==> src/rtl/rfsoc_config.sv <==
// rfsoc_config
//   Definitions shared by the GPIO bit-serial configuration writer
//   (gpio_serial_writer) and the dac_driver receiver.
//
//   GPIO_SDATA_BIT            gpio_ctrl bit carrying serial data
//   GPIO_CYCLE_COUNT_CLK_BIT  gpio_ctrl bit clocking the cycle-count register
//   GPIO_MASK_CLK_BIT         gpio_ctrl bit clocking the mask register
//   gsw_state_t               gpio_serial_writer FSM state encoding
//   gsw_max4()                elaboration-time max of four ints
package rfsoc_config;

    localparam int GPIO_SDATA_BIT           = 0;
    localparam int GPIO_CYCLE_COUNT_CLK_BIT = 1;
    localparam int GPIO_MASK_CLK_BIT        = 2;

    typedef enum logic [2:0] {
        GSW_IDLE  = 3'd0,
        GSW_PRE   = 3'd1,
        GSW_SETUP = 3'd2,
        GSW_HIGH  = 3'd3,
        GSW_HOLD  = 3'd4,
        GSW_POST  = 3'd5
    } gsw_state_t;

    function automatic int gsw_max4(input int a, input int b, input int c, input int d);
        int m;
        m = a;
        if (b > m) m = b;
        if (c > m) m = c;
        if (d > m) m = d;
        return m;
    endfunction

endpackage

==> src/rtl/gpio_serial_writer.sv <==
// gpio_serial_writer
//   Serializes one DATA_WIDTH-bit word (bit 0 first) onto the gpio_ctrl
//   bus for a dac_driver receiver, strobing either the cycle-count or the
//   mask shift clock, with select_out framing the whole transfer.
//
//   Optional build macro: GPIO_SERIAL_WRITER_GUARD_EN adds GUARD_CYCLES of
//   select-only padding before (PRE) and after (POST) the bit train.
//
// Ports
//   clk            rising-edge clock
//   rst            synchronous reset, active low
//   s_axis_tdata   word to send, bit 0 first
//   s_axis_tuser   target: 0 = cycle_count_clk, 1 = mask_clk
//   s_axis_tvalid  word valid
//   s_axis_tready  high only in IDLE (registered)
//   gpio_ctrl      sdata / cycle_count_clk / mask_clk, other bits 0
//   select_out     high for the whole transfer
//   busy           high in every state except IDLE
//   done           one-cycle pulse after the transfer ends
//
// state | meaning
// ------+-------------------------------------------------------------
// IDLE  | waiting for a word, tready high
// PRE   | guard padding: select high, sdata and clocks low (macro only)
// SETUP | sdata driven with the current bit, shift clocks low
// HIGH  | selected shift clock high, sdata held
// HOLD  | shift clocks low, sdata held; advances bit or ends transfer
// POST  | guard padding after the last bit (macro only)
module gpio_serial_writer
    import rfsoc_config::*;
#(
    parameter int DATA_WIDTH   = 256,
    parameter int GPIO_WIDTH   = 16,
    parameter int SETUP_CYCLES = 2,
    parameter int HIGH_CYCLES  = 2,
    parameter int HOLD_CYCLES  = 2,
    parameter int GUARD_CYCLES = 4
) (
    input  logic                  clk,
    input  logic                  rst,
    input  logic [DATA_WIDTH-1:0] s_axis_tdata,
    input  logic                  s_axis_tuser,
    input  logic                  s_axis_tvalid,
    output logic                  s_axis_tready,
    output logic [GPIO_WIDTH-1:0] gpio_ctrl,
    output logic                  select_out,
    output logic                  busy,
    output logic                  done
);

    localparam int PHASE_MAX = gsw_max4(SETUP_CYCLES, HIGH_CYCLES, HOLD_CYCLES, GUARD_CYCLES);
    localparam int PW        = $clog2(PHASE_MAX + 1);
    localparam int BW        = $clog2(DATA_WIDTH);

    localparam logic [PW-1:0] SETUP_LAST = PW'(SETUP_CYCLES - 1);
    localparam logic [PW-1:0] HIGH_LAST  = PW'(HIGH_CYCLES - 1);
    localparam logic [PW-1:0] HOLD_LAST  = PW'(HOLD_CYCLES - 1);
    localparam logic [BW-1:0] BIT_LAST   = BW'(DATA_WIDTH - 1);
`ifdef GPIO_SERIAL_WRITER_GUARD_EN
    localparam logic [PW-1:0] GUARD_LAST = PW'(GUARD_CYCLES - 1);
`endif

    gsw_state_t            state;
    logic [PW-1:0]         phase;
    logic [BW-1:0]         bit_idx;
    logic [DATA_WIDTH-1:0] shreg;
    logic                  target;

    // Builds the full gpio_ctrl word; every bit other than the three
    // protocol bits is forced to 0.
    function automatic logic [GPIO_WIDTH-1:0] gpio_word(
        input logic sdata,
        input logic cc_clk,
        input logic mask_clk
    );
        logic [GPIO_WIDTH-1:0] w;
        w = '0;
        w[GPIO_SDATA_BIT]           = sdata;
        w[GPIO_CYCLE_COUNT_CLK_BIT] = cc_clk;
        w[GPIO_MASK_CLK_BIT]        = mask_clk;
        return w;
    endfunction

    always_ff @(posedge clk) begin
        if (!rst) begin
            state         <= GSW_IDLE;
            phase         <= '0;
            bit_idx       <= '0;
            shreg         <= '0;
            target        <= 1'b0;
            s_axis_tready <= 1'b0;
            gpio_ctrl     <= '0;
            select_out    <= 1'b0;
            busy          <= 1'b0;
            done          <= 1'b0;
        end else begin
            done <= 1'b0;

            case (state)
                GSW_IDLE: begin
                    s_axis_tready <= 1'b1;
                    gpio_ctrl     <= '0;
                    select_out    <= 1'b0;
                    busy          <= 1'b0;
                    // tready is registered, so the first cycle out of
                    // reset never accepts.
                    if (s_axis_tvalid && s_axis_tready) begin
                        shreg         <= s_axis_tdata;
                        target        <= s_axis_tuser;
                        bit_idx       <= '0;
                        phase         <= '0;
                        s_axis_tready <= 1'b0;
                        select_out    <= 1'b1;
                        busy          <= 1'b1;
`ifdef GPIO_SERIAL_WRITER_GUARD_EN
                        state         <= GSW_PRE;
                        gpio_ctrl     <= '0;
`else
                        state         <= GSW_SETUP;
                        gpio_ctrl     <= gpio_word(s_axis_tdata[0], 1'b0, 1'b0);
`endif
                    end
                end

`ifdef GPIO_SERIAL_WRITER_GUARD_EN
                GSW_PRE: begin
                    if (phase == GUARD_LAST) begin
                        phase     <= '0;
                        state     <= GSW_SETUP;
                        gpio_ctrl <= gpio_word(shreg[0], 1'b0, 1'b0);
                    end else begin
                        phase <= phase + PW'(1);
                    end
                end
`endif

                GSW_SETUP: begin
                    if (phase == SETUP_LAST) begin
                        phase     <= '0;
                        state     <= GSW_HIGH;
                        gpio_ctrl <= gpio_word(shreg[0], ~target, target);
                    end else begin
                        phase <= phase + PW'(1);
                    end
                end

                GSW_HIGH: begin
                    if (phase == HIGH_LAST) begin
                        phase     <= '0;
                        state     <= GSW_HOLD;
                        gpio_ctrl <= gpio_word(shreg[0], 1'b0, 1'b0);
                    end else begin
                        phase <= phase + PW'(1);
                    end
                end

                GSW_HOLD: begin
                    if (phase == HOLD_LAST) begin
                        phase <= '0;
                        if (bit_idx == BIT_LAST) begin
`ifdef GPIO_SERIAL_WRITER_GUARD_EN
                            state     <= GSW_POST;
                            gpio_ctrl <= '0;
`else
                            state         <= GSW_IDLE;
                            gpio_ctrl     <= '0;
                            select_out    <= 1'b0;
                            busy          <= 1'b0;
                            done          <= 1'b1;
                            s_axis_tready <= 1'b1;
`endif
                        end else begin
                            // Next bit is shreg[1] before the shift lands;
                            // clocks are already low so sdata moves alone.
                            shreg     <= shreg >> 1;
                            bit_idx   <= bit_idx + BW'(1);
                            state     <= GSW_SETUP;
                            gpio_ctrl <= gpio_word(shreg[1], 1'b0, 1'b0);
                        end
                    end else begin
                        phase <= phase + PW'(1);
                    end
                end

`ifdef GPIO_SERIAL_WRITER_GUARD_EN
                GSW_POST: begin
                    if (phase == GUARD_LAST) begin
                        phase         <= '0;
                        state         <= GSW_IDLE;
                        gpio_ctrl     <= '0;
                        select_out    <= 1'b0;
                        busy          <= 1'b0;
                        done          <= 1'b1;
                        s_axis_tready <= 1'b1;
                    end else begin
                        phase <= phase + PW'(1);
                    end
                end
`endif

                default: begin
                    state         <= GSW_IDLE;
                    phase         <= '0;
                    gpio_ctrl     <= '0;
                    select_out    <= 1'b0;
                    busy          <= 1'b0;
                    s_axis_tready <= 1'b0;
                end
            endcase
        end
    end

endmodule

==> config.mk <==
export PLATFORM = sky130hd
export DESIGN_NAME = gpio_serial_writer
export DESIGN_NICKNAME = d
export VERILOG_FILES = /design/src/rtl/rfsoc_config.sv /design/src/rtl/gpio_serial_writer.sv
export SDC_FILE = /design/constraint.sdc
export NUM_CORES = 1
export LEC_CHECK = 0
export ABC_AREA = 1
export CORE_ASPECT_RATIO = 1.4
export CORE_MARGIN = 5
export CORE_UTILIZATION = 55
export DETAILED_ROUTE_END_ITERATION = 7
export PLACE_DENSITY = 0.95
export SETUP_SLACK_MARGIN = 0.5
export SLEW_MARGIN = 25
export SYNTH_ARGS = -nofsm -noshare
export SYNTH_HDL_FRONTEND = slang
export SYNTH_SLANG_ARGS = --single-unit
==> constraint.sdc <==
create_clock -name clk -period 2.8 [get_ports clk]
set_input_delay 0.28 -clock clk [delete_from_list [all_inputs] [get_ports clk]]
set_output_delay 0.28 -clock clk [all_outputs]
set_load 0.01 [all_outputs]
==> flow_summary.toml <==
[synth]
yosys.area_share.simple_pct = 39.6
synthCells = 2106
post_syn_area_sq_um = 13100
ys.warnings.count = 0
async_set_or_reset_register_ratio_after_synthesis_pct = 0
synth_compound_area_share_pct = 11.1
synth_edf_count = 0
share_of_the_synthesized_netlist_area_taken_by_xor_and_xnor_gates_pct = 0
proportion_of_synthesized_chip_area_in_sequential_cells_pct = 42.4
synth-main-ff-cell = "dfxtp_1"
yosysUniqueCellTypes = 31
dominant_combinational_cell_family_by_area_after_synthesis = "simple AND/OR/NAND/NOR gates"
total_of_flip_flops_plus_latches_after_synthesis = 277
synth_fa_ha_area_share_pct = 0.0957
synth.mux.area_fraction_pct = 0
avgSynthCellArea_sq_um = 6.21

[sta]
timing.final.hold_violations = 0
report.final.setup_viol = 0
tightest_slew_ns = 1.03
setup_repair_after_global_routing_missed_its_margin = "no"
slew_violations = 0
fmax_mhz = 473
finClkSkew_ns = 0.00783
final.min_clock_period_ns = 2.11
timing.slew.headroom_pct = 31.3
timing.final.crit_share_pct = 75.5
setup-tns-final_ns = 0

[drt]
route.final.wire_length_mm = 34.4
routed_via_density = 5.16
drc = 0
routedLengthMet1_mm = 13.6
met2_wirelength_mm = 17.3
routed-via-count = 13400
wl_met3_mm = 2.32
top_metal_used = "met4"
postRouteAntennaNets = 0
first_iter_violations = 877
routed_wire_length_per_instance_microns = 13.2
drt-pass1-iter-count = 7

[layout]
postLayoutCoreUtil_pct = 71.0
post_route_cells_drive_above_1_share_pct = 3.23
final_cell_mix = "nand2_1 (810), nor2_1 (530), dfxtp_1 (277), clkdlybuf4s50_1 (265), o21ai_1 (158)"
fill_cells = 1787
areaGrowthSynthToFinish_pct = 26.9
instances_no_fill = 2599
nNetsFinal = 2538
antenna-diode-count = 0
stdcell_area_sq_um = 16600
layout_commonest_cell = "nand2_1"

[power]
power_density_relative_to_cell_area_nw_per_um2 = 963
post-layout-total-power_w = 0.0160
vdd_ir_drop_max_uv = 565
power_leakage_nw = 7.45

[critical_path]
cpMostUsedCell = "nor2_1"
crit_slowest_cell = "dfxtp_1"
timing.reg2reg.worst_path_depth = 10
worstPathRequired_ns = 3.23
timing.critical_path.from_type = "flop"
worst_ep_arrival_time_ns = 2.55
timing.critical_path.slowest_cell_delay_ns = 0.33
crit_chain = "ha_1, nand2_1, nor2_1, nand2_1, nand2_2, a21oi_4, buf_12, buf_12, nor2_1, nor2_1"
crit_path_max_fanout = 58
critical_path_class = "reg2reg"
timing.critical_path.to_type = "flop"

[grt]
globalRouteOverflowTotal = 0
grt_first_pass_wirelength_mm = 55.7
grt_max_degree = 155
number_of_global_route_vias_before_repair = 12700
grt_usage_pct = 23.7
initial_antenna_violation_count = 0

[clocking]
clkTransAtPathRegs_ns = 0.06
cts_sinks = 277
clkLatencyLatePin_ns = 0.52
ctsHtreeMaxLevel = 1
cts.root.buffer_cell = "clkbuf_16"
cts_buffers = 26
cts.path.max_buffers = 3
clock_tree_from_tritoncts = "done"

[die]
pin_count = 280
floorplan.initialDensity_pct = 55.9
fp.dieArea_sq_um = 27000
core_area_sq_um = 23400
std_cell_rows = 66
horiz_die_dim_microns = 140
dieHeight_microns = 192

[run]
cap_viol_max_count = 0

[placement]
dpl_cell_area_sq_um = 15700
place_congestion = 0.831
place_hpwl_mm = 22.2
port_buffers = 266
dp_cells = 2550

[status]
status = "completed"

[hold_path]
timing.hold.worst.class = "in2reg"
hold_path_depth = 3
[cells in the mapped netlist, types with 2 or more instances]
cell type / count / area, sq um
o21ai_0: 103 / 515
buf_4: 17 / 128
a31oi_1: 2 / 12.5
a211oi_1: 2 / 15.0
nand2_2: 4 / 25.0
inv_2: 4 / 15.0
a21oi_1: 18 / 90.1
buf_1: 7 / 26.3
clkbuf_1: 74 / 278
nand3_1: 14 / 70.1
o21ai_1: 158 / 791
nand2_1: 811 / 3040
buf_6: 11 / 124
nor2_1: 530 / 1990
o21bai_1: 2 / 15.0
buf_2: 47 / 235
inv_1: 12 / 45.0
dfxtp_1: 277 / 5550
[per-stage QoR]
step | hold slack (ns) | setup WS (ns)
2_1_floorplan | 0.422 | 1.13
3_3_place_gp | 0.462 | 0.537
3_5_place_dp | 0.468 | 0.459
4_1_cts | 0.237 | 0.611
5_1_grt | 0.260 | 0.506
6_report | 0.240 | 0.687
[layout make-up]
type | instances | area, sq um | share of cell area, %
clock buffers | 40 | 785 | 4.73
clock inverters | 4 | 70.1 | 0.422
inverters | 17 | 63.8 | 0.385
multi-input cells | 1668 | 6740 | 40.6
flip-flops and latches | 277 | 5550 | 33.4
well taps | 306 | 383 | 2.31
repair buffers | 287 | 3000 | 18.1
[logic make-up after synthesis]
family                   count (synthesis)
AO/OA/AOI/OAI                          286
adder cells (fa/ha/maj)                  1
buffers and inverters                  175
flip-flops                             277
other                                    1
AND/OR/NAND/NOR                       1366
[per-layer routing]
| metal | vias to the layer above | global-route usage [%] |
|---|---|---|
| met5 | - | 0 |
| met4 | 0 | 8.80 |
| met3 | 97 | 3.35 |
| met2 | 496 | 43.1 |
| met1 | 5990 | 28.5 |
| li1 | 6835 | - |
[critical path, delay by kind of cell (launching register included)]
family                     cells  cell delay, ns
and+or+nand+nor                6            0.65
buffers and inverters          2            0.57
adders and majority gates      1            0.21
AOI/OAI and AO/OA              1            0.22
DFF                            1            0.33
[repair_timing]
item / CTS / global route
gates resized for setup: 0 / 1
hold buffers: 0 / 0
endpoints found under the setup margin: 0 / 166
buffers inserted: 0 / 3
[final timing paths]
check / from / end / slack [ns]
worst max-delay path: bit_idx[0] / shreg[232] / 0.69
worst min-delay path: rst / shreg[243] / 0.24
worst max register to register: bit_idx[0] / shreg[232] / 0.69
worst min register to register: shreg[173] / shreg[173] / 0.48
[state kept, by name, summed over array words and instances, names as in the netlist, 3 cells and up]
| name | count |
|---|---|
| state | 3 |
| phase | 3 |
| gpio_ctrl | 3 |
| bit_idx | 8 |
| shreg | 256 |
[where the power goes]
part	leakage, nW	internal (W)	switching, W
Clock	0.420	0.00210	0.00143
Combinational	4.74	0.00223	0.00361
Sequential	2.28	0.00570	0.000915
Power figures use the tool's default switching activity.
